`src/rtl/pda_io_pkg.sv`:
```
// Shared constants and state type for the PDA front-panel I/O blocks.
package pda_io_pkg;
  localparam int WORD_W    = 32;
  localparam int NIBBLES   = 8;
  localparam int ADDR_STEP = 4;
  localparam int COUNT_W   = 4;

  typedef enum logic {
    S_ENTRY,
    S_WRITE
  } entry_state_t;
endpackage

```
`src/rtl/button_debounce.sv`:
```
// Push-button conditioner: 2-FF synchronizer, stability counter, and a
// registered one-cycle pulse on each rising edge of the debounced level.
module button_debounce #(
  parameter int DEBOUNCE_CYCLES = 50000
) (
  input  logic clk,
  input  logic reset,
  input  logic btn_raw,
  output logic level,
  output logic rise_pulse
);
  localparam int CNT_W = $clog2(DEBOUNCE_CYCLES + 1);

  logic             sync1;
  logic             sync2;
  logic             level_d;
  logic [CNT_W-1:0] cnt;

  always_ff @(posedge clk or posedge reset) begin
    if (reset) begin
      sync1      <= 1'b0;
      sync2      <= 1'b0;
      level      <= 1'b0;
      level_d    <= 1'b0;
      rise_pulse <= 1'b0;
      cnt        <= '0;
    end else begin
      sync1      <= btn_raw;
      sync2      <= sync1;
      level_d    <= level;
      rise_pulse <= level & ~level_d;
      // The flip happens on the DEBOUNCE_CYCLES-th consecutive differing cycle.
      if (sync2 == level) begin
        cnt <= '0;
      end else if (cnt == CNT_W'(DEBOUNCE_CYCLES - 1)) begin
        level <= ~level;
        cnt   <= '0;
      end else begin
        cnt <= cnt + 1'b1;
      end
    end
  end
endmodule

```
`src/rtl/hex_word_entry.sv`:
```
// Front-panel hex word entry: debounced digit/commit/clear buttons build a
// 32-bit word and write it to data memory over a valid/ready port.
module hex_word_entry
  import pda_io_pkg::*;
#(
  parameter int          DEBOUNCE_CYCLES = 50000,
  parameter logic [31:0] BASE_ADDR       = 32'h0000_0000
) (
  input  logic        clk,
  input  logic        reset,
  input  logic [3:0]  sw_nibble,
  input  logic        btn_digit,
  input  logic        btn_commit,
  input  logic        btn_clear,
  output logic [31:0] entry_word,
  output logic [3:0]  digit_count,
  output logic        wr_valid,
  input  logic        wr_ready,
  output logic [31:0] wr_addr,
  output logic [31:0] wr_data,
  output logic        busy
);
  // Write handshake: wr_valid rises the cycle after an accepted commit and
  // stays high with wr_addr/wr_data frozen until the edge where
  // wr_valid && wr_ready; that edge is the transfer.

  entry_state_t state, state_next;
  logic [WORD_W-1:0]  entry_next;
  logic [COUNT_W-1:0] count_next;
  logic [WORD_W-1:0]  addr_next;
  logic [WORD_W-1:0]  data_next;
  logic               digit_pulse;
  logic               commit_pulse;
  logic               clear_pulse;
  logic [2:0]         unused_levels;

  button_debounce #(.DEBOUNCE_CYCLES(DEBOUNCE_CYCLES)) u_db_digit (
    .clk(clk), .reset(reset), .btn_raw(btn_digit),
    .level(unused_levels[0]), .rise_pulse(digit_pulse)
  );

  button_debounce #(.DEBOUNCE_CYCLES(DEBOUNCE_CYCLES)) u_db_commit (
    .clk(clk), .reset(reset), .btn_raw(btn_commit),
    .level(unused_levels[1]), .rise_pulse(commit_pulse)
  );

  button_debounce #(.DEBOUNCE_CYCLES(DEBOUNCE_CYCLES)) u_db_clear (
    .clk(clk), .reset(reset), .btn_raw(btn_clear),
    .level(unused_levels[2]), .rise_pulse(clear_pulse)
  );

  always_comb begin
    state_next = state;
    entry_next = entry_word;
    count_next = digit_count;
    addr_next  = wr_addr;
    data_next  = wr_data;
    case (state)
      S_ENTRY: begin
        // A commit pulse always wins the cycle, even when it is ignored.
        if (commit_pulse) begin
          if (digit_count != '0) begin
            data_next  = entry_word;
            state_next = S_WRITE;
          end
        end else if (clear_pulse) begin
          entry_next = '0;
          count_next = '0;
        end else if (digit_pulse) begin
          entry_next = {entry_word[WORD_W-5:0], sw_nibble};
          if (digit_count != COUNT_W'(NIBBLES)) begin
            count_next = digit_count + 1'b1;
          end
        end
      end
      S_WRITE: begin
        if (wr_valid && wr_ready) begin
          addr_next  = wr_addr + WORD_W'(ADDR_STEP);
          entry_next = '0;
          count_next = '0;
          state_next = S_ENTRY;
        end
      end
      default: state_next = S_ENTRY;
    endcase
  end

  always_ff @(posedge clk or posedge reset) begin
    if (reset) begin
      state       <= S_ENTRY;
      entry_word  <= '0;
      digit_count <= '0;
      wr_addr     <= BASE_ADDR;
      wr_data     <= '0;
      wr_valid    <= 1'b0;
      busy        <= 1'b0;
    end else begin
      state       <= state_next;
      entry_word  <= entry_next;
      digit_count <= count_next;
      wr_addr     <= addr_next;
      wr_data     <= data_next;
      wr_valid    <= (state_next == S_WRITE);
      busy        <= (state_next == S_WRITE);
    end
  end
endmodule

```
`config.mk`:
```
export PLATFORM = sky130hd
export DESIGN_NAME = hex_word_entry
export DESIGN_NICKNAME = d
export VERILOG_FILES = /design/src/rtl/pda_io_pkg.sv /design/src/rtl/button_debounce.sv /design/src/rtl/hex_word_entry.sv
export SDC_FILE = /design/constraint.sdc
export NUM_CORES = 1
export LEC_CHECK = 0
export CAP_MARGIN = 20
export CORE_ASPECT_RATIO = 0.9
export CORE_MARGIN = 8
export CORE_UTILIZATION = 44
export CTS_CLUSTER_DIAMETER = 200
export DETAILED_ROUTE_END_ITERATION = 8
export PLACE_DENSITY_LB_ADDON = 0.2
export SYNTH_ARGS = -nofsm -noshare
export SYNTH_HDL_FRONTEND = slang
export SYNTH_SLANG_ARGS = --single-unit
```
`constraint.sdc`:
```
create_clock -name clk -period 13 [get_ports clk]
set_clock_uncertainty 0.2 [all_clocks]
set_input_delay 1.3 -clock clk [delete_from_list [all_inputs] [get_ports clk]]
set_output_delay 1.3 -clock clk [all_outputs]
set_load 0.03 [all_outputs]
```
[Word-level counts from Yosys, hierarchy flattened]
Cells that the tools add are included.
Word-level totals
  memories kept: 0
  logic and storage cells: 82
  ROM bits: 0
  RAM bits: 0
  register bits: 164
  bits in latches: 0
  output and inout bits: 102
  input bits: 10
Cells by class
  reductions and logical operators: 9
  bitwise operators: 13
  eq/ne operators: 11
  $add $sub $neg: 5
  $mul: 0
  magnitude comparators: 0
  shifts and indexed selects: 0
  multiplexer cells: 21
  divide/modulo/power cells: 0
Operators by type and width (count)
  32-bit two-way mux: 4
  16-bit two-way mux: 6
  32-bit case mux with 2 select lines: 1
  16-bit by 1-bit adder with 16-bit output, second input constant: 3
  16-bit == test, second input constant: 3
  32-bit by 3-bit adder with 32-bit output, second input constant: 1
  4-bit two-way mux: 5
  1-bit NOT: 10
  4-bit case mux with 2 select lines: 1
  2-bit AND reduction: 4
  3-bit AND reduction: 2
  4-bit by 1-bit adder with 4-bit output, second input constant: 1
  4-bit != test, second input constant: 1
  4-bit AND reduction: 1
  4-bit nonzero test: 1
  1-bit bitwise AND: 3
  1-bit == test: 3
  1-bit two-way mux: 3
  3-bit by 1-bit != test with 1-bit output, second input constant: 1
  3-bit by 2-bit != test with 1-bit output, second input constant: 1
  2-bit by 1-bit != test with 1-bit output, second input constant: 1
  2-bit != test, second input constant: 1
  1-bit case mux with 2 select lines: 1
  1-bit logical AND: 1

[Logic depth before layout (Yosys ltp)]
  word-level depth: 6
  mapped depth: 7
  depth with buffers taken out: 6

[Modules after synthesis]
A second synthesis with hierarchy kept.
Second synthesis, totals
  cells, all modules: 631
  area total of the unflattened synthesis: 7275.7 um^2
By module, submodules not included
  hex_word_entry: cells an instance 361, area each 4160.2 um^2, times used 1, seq. area each 2477.4 um^2
  button_debounce: cells an instance 90, area each 1038.5 um^2, times used 3, seq. area each 525.5 um^2

[Least setup slack after synthesis]
Ideal clock, no wire load.
  kind: in2reg
  start point: input port wr_ready
  end point: register wr_addr[29]
  data required time: 12.720 ns
  stages: 5
  slack: 10.290 ns
  buffers on the path: 1
  arrival: 2.430 ns
  setup time: 0.080 ns
  cells stage by stage: nand2_2 > or4_4 > buf_6 > nor4b_4 > xor2_1
Between the ends
  word-level cells in the longest chain between the ends: 2
RTL lines
  from (decl): RTL line hex_word_entry.sv:18  | input logic wr_ready,
  1-bit logical AND: RTL line hex_word_entry.sv:77  | if (wr_valid && wr_ready) begin
  2-bit AND reduction (no source line)
  to (signal assigned): RTL line hex_word_entry.sv:101  | wr_addr <= addr_next;
  to (decl): RTL line hex_word_entry.sv:19  | output logic [31:0] wr_addr,
Every way passes these cells.
A chain may end at the register's enable or synchronous reset.

==> reports/summary.txt <==
outcome = completed
post-synthesis sequential area ratio = 58.6%
final net count = 752
Critical Path Sink = wr_valid
Inserted Diodes = 0
most frequent cell after synthesis = dfrtp_1
post-CTS sizing = 0
Most used DFF post-synth = dfrtp_1
Clock Tree Buf Depth = 2
worst hold slack = 150 ps
Cell variety after synth = 41
critical register-to-register path endpoint = wr_addr[31]
share of layout cells above drive strength 1 = 10.9%
Top Family by Delay on Critical Path = buffers and inverters
Die Y = 135 um
Root Driver = clkbuf_16
CP max stage cell = clkdlybuf4s50_1
Synth Area per Inst = 11.1 um^2
critical path buffer and inverter count = 1
worst-skew pair later-pin latency = 420 ps
vias in the first global route = 4,823
DRT Pass-1 Iters = 4
Synth Instances = 625
DR vias/cell = 5.21
overall routing resource usage = 15.4%
Inst Count DP = 919
leading area contributor after synthesis = dfrtp_1
Final Non-Filler Cells = 951
vias = 4,955
FMAX = 0.293 GHz
Leak Pwr = 3.99 nW
Worst path max stage delay = 780 ps
most frequent cells after synthesis = 162 x dfrtp_1, 90 x nand2_1, 61 x nand3_1
final setup fails = 0
I/O Pins = 112
MaxCap Viol Count = 0
flop-to-flop setup slack = 10,530 ps
PD cells = 118 mW/mm^2
Post-synth ARST share = 100%
Worst-path clk slew = 60 ps
Final Power = 1.04 mW
Critical Path Stages = 1
Antenna Nets Post-Route = 0
I/O Buffers = 109
crit path launch type = flip-flop
worst setup path start = state
Slew Viols, Final = 0
DIE AREA = 0.0200 mm^2
HPWL Detailed = 10,300 um
DRT Wirelength = 14,900 um
Setup TNS Final = 0 ps
first-pass GRT wire length = 25,000 um
R2R Path Start = state
initial antenna violation count = 0
Worst R2R Path Depth = 4
worst-path fanout max = 12
hold buffer count at CTS = 0
Std-Cell Rows = 43
total grt overflow = 0
DRC = 0
postcts setup bufs = 0
core area = 0.0154 mm^2
fillers = 1,277
Synth Cell Area = 0.00692 mm^2
synth warn = 0
Layout area overhead = 27.5%
final std cell area, no fill = 0.00883 mm^2
min Tclk post-route = 3410 ps
Worst-Margin Slew = 880 ps
dpl ws = 9440 ps
CP Cell Sequence = clkdlybuf4s50_1
GPL Wtd Cong = 0.757
Post-synth EDFFs = 0
die width = 148 um
flops & latches, synth = 162
number of CTS-inserted buffers = 17
clock sink total = 162
Initial Utilization = 45.0%
critical path class = flip-flop to primary output
Final Util = 57.4%
Tcrit/Tclk final = 26.2%
Post-DP Area = 0.00822 mm^2
top-area cell type share of the netlist area = 58.6%
# H-tree levels = 4
PnR worst setup slack = 9590 ps
pin count of the biggest net entering global routing = 94
drt first-iter violations = 343
worst vdd ir = 0.0954 mV
hold crit path type = flip-flop to flip-flop
RSZ-0062 raised after global routing = false
Slew headroom = 40.8%
Routed WL per cell = 15.7 um
CP required = 11,500 ps
TritonCTS clock tree = yes
Critical Path Sink Type = primary output
final hold viol count = 0
CP arrival = 1910 ps
Synth area leaders = dfrtp_1 59%, mux2_2 5.9%, xnor2_1 5.3%
worst min path at each step:
stage / slack [ps] / to / cells past startpoint / start
2_1_floorplan: 130 / u_db_clear.sync2 / 0 / u_db_clear.sync1
3_5_place_dp: 140 / u_db_clear.sync2 / 0 / u_db_clear.sync1
6_report: 150 / u_db_clear.sync2 / 0 / u_db_clear.sync1
3_3_place_gp: 130 / u_db_commit.sync2 / 0 / u_db_commit.sync1
5_1_grt: 160 / u_db_clear.sync2 / 0 / u_db_clear.sync1
4_1_cts: 150 / u_db_clear.sync2 / 0 / u_db_clear.sync1
worst register-to-register path, cell delays in order (launching register included):
cell and delay (ps):
dfrtp_1 710, nand2_2 270, or4_4 690, nor4b_2 330
xor2_1 190
routing by layer:
| layer | wire [um] | vias up | global-route usage [%] |
|---|---|---|---|
| met4 | 159 | 0 | 4.81 |
| met1 | 6830 | 2489 | 20.0 |
| met2 | 7170 | 96 | 24.3 |
| met5 | 0 | - | 0 |
| li1 | - | 2358 | - |
| met3 | 791 | 12 | 4.82 |
cell usage in the layout, fill, tap and decap left out, drive strengths merged, types with 8 or more instances in the layout:
cell type	instances
and3	8
mux2	36
clkbuf	21
xor2	30
xnor2	42
clkdlybuf4s50	109
nor2	60
nor3	18
nand3	61
nor4	8
inv	14
nand4	21
dfrtp	162
nand2	91
flip-flops by register name, summed over array words and instances (netlist names):
signal and flops:
entry_word 32, u_db_commit.rise_pulse 1, u_db_digit.sync1 1, u_db_clear.sync1 1, wr_data 32, digit_count 4
u_db_digit.level_d 1, u_db_commit.level_d 1, wr_addr 30, u_db_digit.level 1, u_db_commit.sync2 1, u_db_digit.rise_pulse 1
u_db_clear.level 1, u_db_clear.level_d 1, u_db_clear.sync2 1, u_db_commit.level 1, state 1, u_db_commit.cnt 16
u_db_clear.cnt 16, u_db_digit.cnt 16, u_db_clear.rise_pulse 1, u_db_commit.sync1 1, u_db_digit.sync2 1
power by group:
| part | internal, mW | switching, mW | total, mW |
|---|---|---|---|
| sequential | 0.507 | 0.00273 | 0.510 |
| combinational | 0.00501 | 0.0144 | 0.0194 |
| clock | 0.309 | 0.202 | 0.511 |
| total | 0.821 | 0.219 | 1.04 |
layout make-up:
class	instances	area [um^2]	share of cell area (%)
Inverter	12	50.0	0.567
Multi-Input combinational cell	429	2740	31.0
Clock inverter	11	154	1.74
Sequential cell	162	4050	45.9
Tap cell	202	253	2.86
Clock buffer	21	450	5.10
Timing Repair Buffer	114	1130	12.8
cell families after synthesis:
family / share of synthesized area, %
XOR/XNOR: 9.11
other: 0.0542
buffers and inverters: 2.28
flip-flops: 58.6
AND/OR/NAND/NOR: 21.6
multiplexers: 5.86
adder cells (fa/ha/maj): 1.08
AO/OA/AOI/OAI: 1.45
No activity file was read; power rests on OpenSTA's default activity.
==> edit 1: new RTL, config.mk and constraints unchanged <==
`DEBOUNCE_CYCLES` is set to 50000 in 2 places; all go to 200000.
--- a/src/rtl/button_debounce.sv
+++ b/src/rtl/button_debounce.sv
@@ -1,7 +1,7 @@
 // Push-button conditioner: 2-FF synchronizer, stability counter, and a
 // registered one-cycle pulse on each rising edge of the debounced level.
 module button_debounce #(
-  parameter int DEBOUNCE_CYCLES = 50000
+  parameter int DEBOUNCE_CYCLES = 200000
 ) (
   input  logic clk,
   input  logic reset,
--- a/src/rtl/hex_word_entry.sv
+++ b/src/rtl/hex_word_entry.sv
@@ -3,7 +3,7 @@
 module hex_word_entry
   import pda_io_pkg::*;
 #(
-  parameter int          DEBOUNCE_CYCLES = 50000,
+  parameter int          DEBOUNCE_CYCLES = 200000,
   parameter logic [31:0] BASE_ADDR       = 32'h0000_0000
 ) (
   input  logic        clk,
Formal check against the unedited RTL: same outputs for any inputs over 10 cycles, from zero or initial values and one cycle with reset high; that may be too few to reach the edited logic, so the function may still have changed.
==> edit 1 against the original RTL <==
- synthesized area grew 4.7%
- sequential power up 4%
- core utilization fell by 0.48 points
- global-route usage increased by 0.29 points
- setup slack better by 0.043 ns
- highest routed layer unchanged
- first-iteration DRC count decreased by 18%
- cell count is 4.5% higher
- register-to-register slack improved by 0.14 ns
- largest power group is now registers
- fmax is 1.3% higher
- critical path type unchanged
- design area grew 4.0%
- wire length increased by 5.0%
- sequential cell count up 6
- total power up 1.1%
==> edit 1: results (changes against the original RTL) <==
| Metric | Value |
|---|---|
| GP Congestion | `0.786 (was 0.757)` |
| Most frequent cells after synthesis | `dfrtp_1, nand2_1, nand3_1, nor2_1, xnor2_1 (unchanged)` |
| Tot GR Track Use | `0.157 (was 0.154)` |
| IR drop worst, VDD | `0.0866 mV (was 0.0954 mV)` |
| Hold_sp | `u_db_commit.sync1 (was u_db_clear.sync1)` |
| WL met1 | `7.15 mm (was 6.83 mm)` |
| CTS clk-pin slew, worst paths | `about 0.07 ns` |
| Hold Slack | `0.149 ns (was 0.150 ns)` |
| Clk_lat worst skew | `approximately 0.43 ns` |
| Crit path DAT | `1.87 ns (was 1.91 ns)` |
| DRT iter0 DRCs | `280 (was 343)` |
| Resize count post-CTS | `0 (unchanged)` |
| Largest net degree at the start of global routing | `105 (was 94)` |
| Most frequent cell after synthesis | `dfrtp_1 (unchanged)` |
| Syn-to-layout area delta | `26.6% (was 27.5%)` |
| Via count of the first global-routing pass | `5131 (was 4823)` |
| Vias per cell | `5.28 (was 5.21)` |
| Setup crit start | `state (unchanged)` |
| Nets | `790 (was 752)` |
| Delay of the slowest critical-path stage | `0.82 ns (was 0.78 ns)` |
| R2R setup slack | `10.67 ns (was 10.53 ns)` |
| DP Worst Slack | `9.43 ns (was 9.44 ns)` |
| Crit Reg-Reg Startpoint | `u_db_clear.cnt[7] (was state)` |
| Avg WL per Cell | `15.8 um (was 15.7 um)` |
| Main synth FF type | `dfrtp_1 (unchanged)` |
| Worst-Margin Slew | `0.895 ns (was 0.880 ns)` |
| Post-DP HPWL | `11.0 mm (was 10.3 mm)` |
| Asr flop ratio synth | `1.00 (unchanged)` |
| Post-synthesis mux area share | `0.0559 (was 0.0586)` |
| Metal3 WL | `925 um (was 791 um)` |
| Number of diodes | `0 (unchanged)` |
| Detailed Route WL | `15.7 mm (was 14.9 mm)` |
| Dpl cell area | `8560 um2 (was 8220 um2)` |
| Switching power | `233 uW (was 219 uW)` |
| Share of layout cells above drive strength 1 | `0.116 (was 0.109)` |
| Setup repair bufs after CTS | `0 (unchanged)` |
| Leakage | `4.04 nW (was 3.99 nW)` |
| Status | `finished clean (unchanged)` |
| Sequential-to-total area share from yosys stat | `0.580 (was 0.586)` |
| Post-synthesis compound-gate area fraction | `0.0335 (was 0.0145)` |
| First-pass GRT wire length | `26.2 mm (was 25.0 mm)` |
| Synth unique cells | `44 (was 41)` |
| Filler instances | `1363 (was 1277)` |
| Wire length on met2 | `7.39 mm (was 7.17 mm)` |
| Top flop regs | `entry_word x32, wr_data x32, wr_addr x30 (unchanged)` |
| Placed insts | `961 (was 919)` |
| Fin crit share | `0.259 (was 0.262)` |
| Synth Area in Adders | `0.0104 (was 0.0108)` |
| Synth area leaders | `dfrtp_1, xnor2_1, mux2_2 (was dfrtp_1, mux2_2, xnor2_1)` |
| Synth Area in XOR/XNOR | `0.0846 (was 0.0911)` |
| Initial antenna violation count | `0 (unchanged)` |
| Delay-heaviest family, CP | `buffers and inverters (unchanged)` |
| Syn_area_per_cell | `10.9 um2 (was 11.1 um2)` |
[edit 1: changes by cell type in the layout (fill, tap and decap cells not counted), sizes merged, moves of 7 or more]
| cell | change |
|---|---|
| xor2 | -12 |
| a21oi | +9 |
| xnor2 | +10 |
| or3 | +7 |
| o21ai | +7 |
[edit 1: metal layers]
| layer | global-route usage | vias up |
|---|---|---|
| met5 | 0 | - |
| met4 | 0.0588 | 0 |
| met3 | 0.0427 | 17 |
| met2 | 0.242 | 113 |
| met1 | 0.209 | 2606 |
| li1 | - | 2513 |
[edit 1: final cells by class]
class | instances | share of cell area
Sequential cell | 168 | 0.458
Multi-Input combinational cell | 460 | 0.317
Timing Repair Buffer | 116 | 0.127
Clock buffer | 17 | 0.0464
Tap cell | 207 | 0.0282
Clock inverter | 15 | 0.0180
Inverter | 11 | 0.00505
[edit 1: path summary, 6_finish.rpt]
| check | to | cells past startpoint |
|---|---|---|
| min in group asynchronous | wr_addr[8] | 2 |
| worst min-delay path | u_db_commit.sync2 | 0 |
| worst max register to register | u_db_clear.cnt[8] | 4 |
| worst max-delay path | wr_valid | 1 |
| worst min register to register | u_db_commit.sync2 | 0 |
| max in group asynchronous | u_db_commit.cnt[6] | 3 |
[edit 1: cells by family (layout without fill, tap and decap cells)]
group                      Yosys count  count (layout)
other                                1               2
DFF                                168             168
buffers and inverters               36             159
adders and majority gates            6               6
AOI/OAI and AO/OA                   36              36
muxes                               36              36
and+or+nand+nor                    310             310
xor gates and xnor gates            70              70
[edit 1: power groups by stage]
stage	Clock (mW)	Combinational [mW]	Sequential [mW]
after floorplan	0	0.0162	0.538
after CTS	0.514	0.0233	0.529
after global routing	0.535	0.0259	0.529
after detailed placement	0	0.0231	0.539
final	0.501	0.0221	0.529
after global placement	0	0.0226	0.538
==> edit 2: new RTL, same flow settings <==
Without the edit above. Put one more register stage on the output `digit_count`, without a reset. The value now appears one clock later. The other outputs are not delayed to match.
--- a/src/rtl/hex_word_entry.sv
+++ b/src/rtl/hex_word_entry.sv
@@ -20,6 +20,8 @@
   output logic [31:0] wr_data,
   output logic        busy
 );
+
+  logic [3:0] digit_count_s0;
   // Write handshake: wr_valid rises the cycle after an accepted commit and
   // stays high with wr_addr/wr_data frozen until the edge where
   // wr_valid && wr_ready; that edge is the transfer.
@@ -52,14 +54,14 @@
   always_comb begin
     state_next = state;
     entry_next = entry_word;
-    count_next = digit_count;
+    count_next = digit_count_s0;
     addr_next  = wr_addr;
     data_next  = wr_data;
     case (state)
       S_ENTRY: begin
         // A commit pulse always wins the cycle, even when it is ignored.
         if (commit_pulse) begin
-          if (digit_count != '0) begin
+          if (digit_count_s0 != '0) begin
             data_next  = entry_word;
             state_next = S_WRITE;
           end
@@ -68,8 +70,8 @@
           count_next = '0;
         end else if (digit_pulse) begin
           entry_next = {entry_word[WORD_W-5:0], sw_nibble};
-          if (digit_count != COUNT_W'(NIBBLES)) begin
-            count_next = digit_count + 1'b1;
+          if (digit_count_s0 != COUNT_W'(NIBBLES)) begin
+            count_next = digit_count_s0 + 1'b1;
           end
         end
       end
@@ -89,7 +91,7 @@
     if (reset) begin
       state       <= S_ENTRY;
       entry_word  <= '0;
-      digit_count <= '0;
+      digit_count_s0 <= '0;
       wr_addr     <= BASE_ADDR;
       wr_data     <= '0;
       wr_valid    <= 1'b0;
@@ -97,12 +99,16 @@
     end else begin
       state       <= state_next;
       entry_word  <= entry_next;
-      digit_count <= count_next;
+      digit_count_s0 <= count_next;
       wr_addr     <= addr_next;
       wr_data     <= data_next;
       wr_valid    <= (state_next == S_WRITE);
       busy        <= (state_next == S_WRITE);
     end
   end
+  always_ff @(posedge clk) begin
+    digit_count <= digit_count_s0;
+  end
+
 endmodule
 
Function: same outputs for any inputs over 10 cycles, from zero or initial values and one cycle with reset high; that may be too few to reach the edited logic, so the function may still have changed.
==> edit 2 against the original RTL <==
- design area increased by 0.74%
- via count increased by 2.3%
- count of clock-buffer cells in the layout increased by 6
- total power decreased by 3.4%
- synthesized cell count increased by 2.2%
- combinational power increased by 2%
- largest power group is now registers
- wire length increased by 5.6%
- core utilization decreased by 1.5 points
- sequential cell count increased by 4
- synthesized area increased by 2.0%
- setup slack got worse by 0.034 ns
- sequential share of layout area increased by 0.56 points
- largest cell class unchanged
- hold slack about the same
==> edit 2: results (changes against the original RTL) <==
| Metric | Value |
|---|---|
| Status | `finished clean (unchanged)` |
| Synth unique cells | `40 (was 41)` |
| Share of layout cells above drive strength 1 | `0.0987 (was 0.109)` |
| Delay of the slowest critical-path stage | `~0.79 ns` |
| R2R setup slack | `10.30 ns (was 10.53 ns)` |
| Rel. slew slack | `0.375 (was 0.408)` |
| Initial DRT Pass Iterations | `5 (was 4)` |
| Synth Instances | `639 (was 625)` |
| Number of diodes | `0 (unchanged)` |
| Hold_sp | `u_db_commit.sync1 (was u_db_clear.sync1)` |
| Leakage | `4.03 nW (was 3.99 nW)` |
| PortBufs | `109 (unchanged)` |
| Synth area leaders | `dfrtp_1, mux2_2, nand2_1 (was dfrtp_1, mux2_2, xnor2_1)` |
| Finished Layout Cells | `967 (was 951)` |
| Critical R2R Capture | `wr_data[28] (was wr_addr[31])` |
| First-pass GRT wire length | `26.0 mm (was 25.0 mm)` |
| IR drop worst, VDD | `0.101 mV (was 0.0954 mV)` |
| Switching power | `208 uW (was 219 uW)` |
| Via count of the first global-routing pass | `5032 (was 4823)` |
| Tot GR Track Use | `0.162 (was 0.154)` |
| Worst r2r path cells | `6 (was 4)` |
| GP Congestion | `0.847 (was 0.757)` |
| CTS clk-pin slew, worst paths | `0.06 ns (about the same)` |
| Share of Yosys cell area claimed by the top area cell type | `0.574 (was 0.586)` |
| Crit-path slowest cell | `clkdlybuf4s50_1 (unchanged)` |
| Hold Crit Class | `reg2reg (unchanged)` |
| Cts bufs inserted | `17 (unchanged)` |
| Post-DP HPWL | `10.8 mm (was 10.3 mm)` |
| Synth warnings | `0 (unchanged)` |
| Hold EP | `u_db_commit.sync2 (was u_db_clear.sync2)` |
| DRT iter0 DRCs | `321 (was 343)` |
| Crit Reg-Reg Startpoint | `digit_count_s0[0] (was state)` |
| Crit path DAT | `1.94 ns (was 1.91 ns)` |
| Main synth FF type | `dfrtp_1 (unchanged)` |
| Initial antenna violation count | `0 (unchanged)` |
| Sequential-to-total area share from yosys stat | `0.586 (about the same)` |
| Placed insts | `935 (was 919)` |
| Clk buf depth | `2 (unchanged)` |
| Root Buffer | `clkbuf_16 (unchanged)` |
| Via count | `5069 (was 4955)` |
| Nets | `763 (was 752)` |
| Delay-heaviest family, CP | `buffers and inverters (unchanged)` |
| Top flop regs | `entry_word x32, wr_data x32, wr_addr x30 (unchanged)` |
| Asr flop ratio synth | `0.976 (was 1.00)` |
| Largest net degree at the start of global routing | `109 (was 94)` |
| Most frequent cells after synthesis | `dfrtp_1, nand2_1, nand3_1, nor2_1, xor2_1 (was dfrtp_1, nand2_1, nand3_1, nor2_1, xnor2_1)` |
| Detailed Route WL | `15.8 mm (was 14.9 mm)` |
| Setup repair bufs after CTS | `0 (unchanged)` |
| Critical Path Fanout Max | `14 (was 12)` |
| # H-tree levels | `4 (unchanged)` |
| WHS Path Cells | `0 (unchanged)` |
| Clk_lat worst skew | `0.43 ns` |
| Resize count post-CTS | `0 (unchanged)` |
[edit 2: layer usage]
metal,part of all wire,wire [um],global-route usage,up-vias
li1,-,-,-,2418
met1,0.45,7060,0.206,2542
met2,0.49,7740,0.256,96
met3,0.051,806,0.0506,13
met4,0.012,186,0.0583,0
met5,0,0,0,-
[edit 2: how the worst max path moves through the flow]
stage	end	cells after the start	start	slack (ns)
floorplan	digit_count_s0[0]	1	reset	7.12
CTS	busy	1	state	9.53
global placement	digit_count_s0[3]	5	wr_ready	9.52
global route	busy	1	state	9.45
finish	wr_valid	1	state	9.56
detailed placement	digit_count_s0[3]	5	wr_ready	9.46
[edit 2: power by group through the flow]
stage	combinational, mW	clock (mW)	sequential, mW
CTS	0.0209	0.476	0.523
floorplan	0.0136	0	0.531
detailed placement	0.0208	0	0.532
global placement	0.0199	0	0.532
finish	0.0198	0.462	0.523
global route	0.0231	0.500	0.523
[edit 2: final cells by class]
cell class                      count  area (um2)
Clock buffer                       27         483
Multi-Input combinational cell    442        2810
Tap cell                          207         259
Fill cell                        1325        7020
Inverter                            8        35.0
Timing Repair Buffer              112        1110
Sequential cell                   166        4130
Clock inverter                      5        52.6
[edit 2: kinds of logic (layout without fill, tap and decap cells)]
logic type	Yosys count	after routing	share of synthesized area
AO/OA/AOI/OAI	17	17	0.0149
adder cells (fa/ha/maj)	6	6	0.0106
XOR/XNOR	71	71	0.0881
other	1	2	0.000531
flip-flops	166	166	0.586
buffers and inverters	32	152	0.0206
multiplexers	36	36	0.0574
AND/OR/NAND/NOR	310	310	0.222
[edit 2: metrics by stage]
step | hold WS (ns) | util | setup WS, ns | cell area [um2] | power, mW
floorplan | 0.131 | - | 7.12 | 7060 | 0.545
detailed placement | 0.143 | 0.525 | 9.46 | 8360 | 0.553
global placement | 0.137 | 0.525 | 9.52 | 8360 | 0.552
global route | 0.165 | 0.559 | 9.45 | 8890 | 1.05
finish | 0.150 | 0.559 | 9.56 | 8890 | 1.01
CTS | 0.153 | 0.559 | 9.53 | 8890 | 1.02
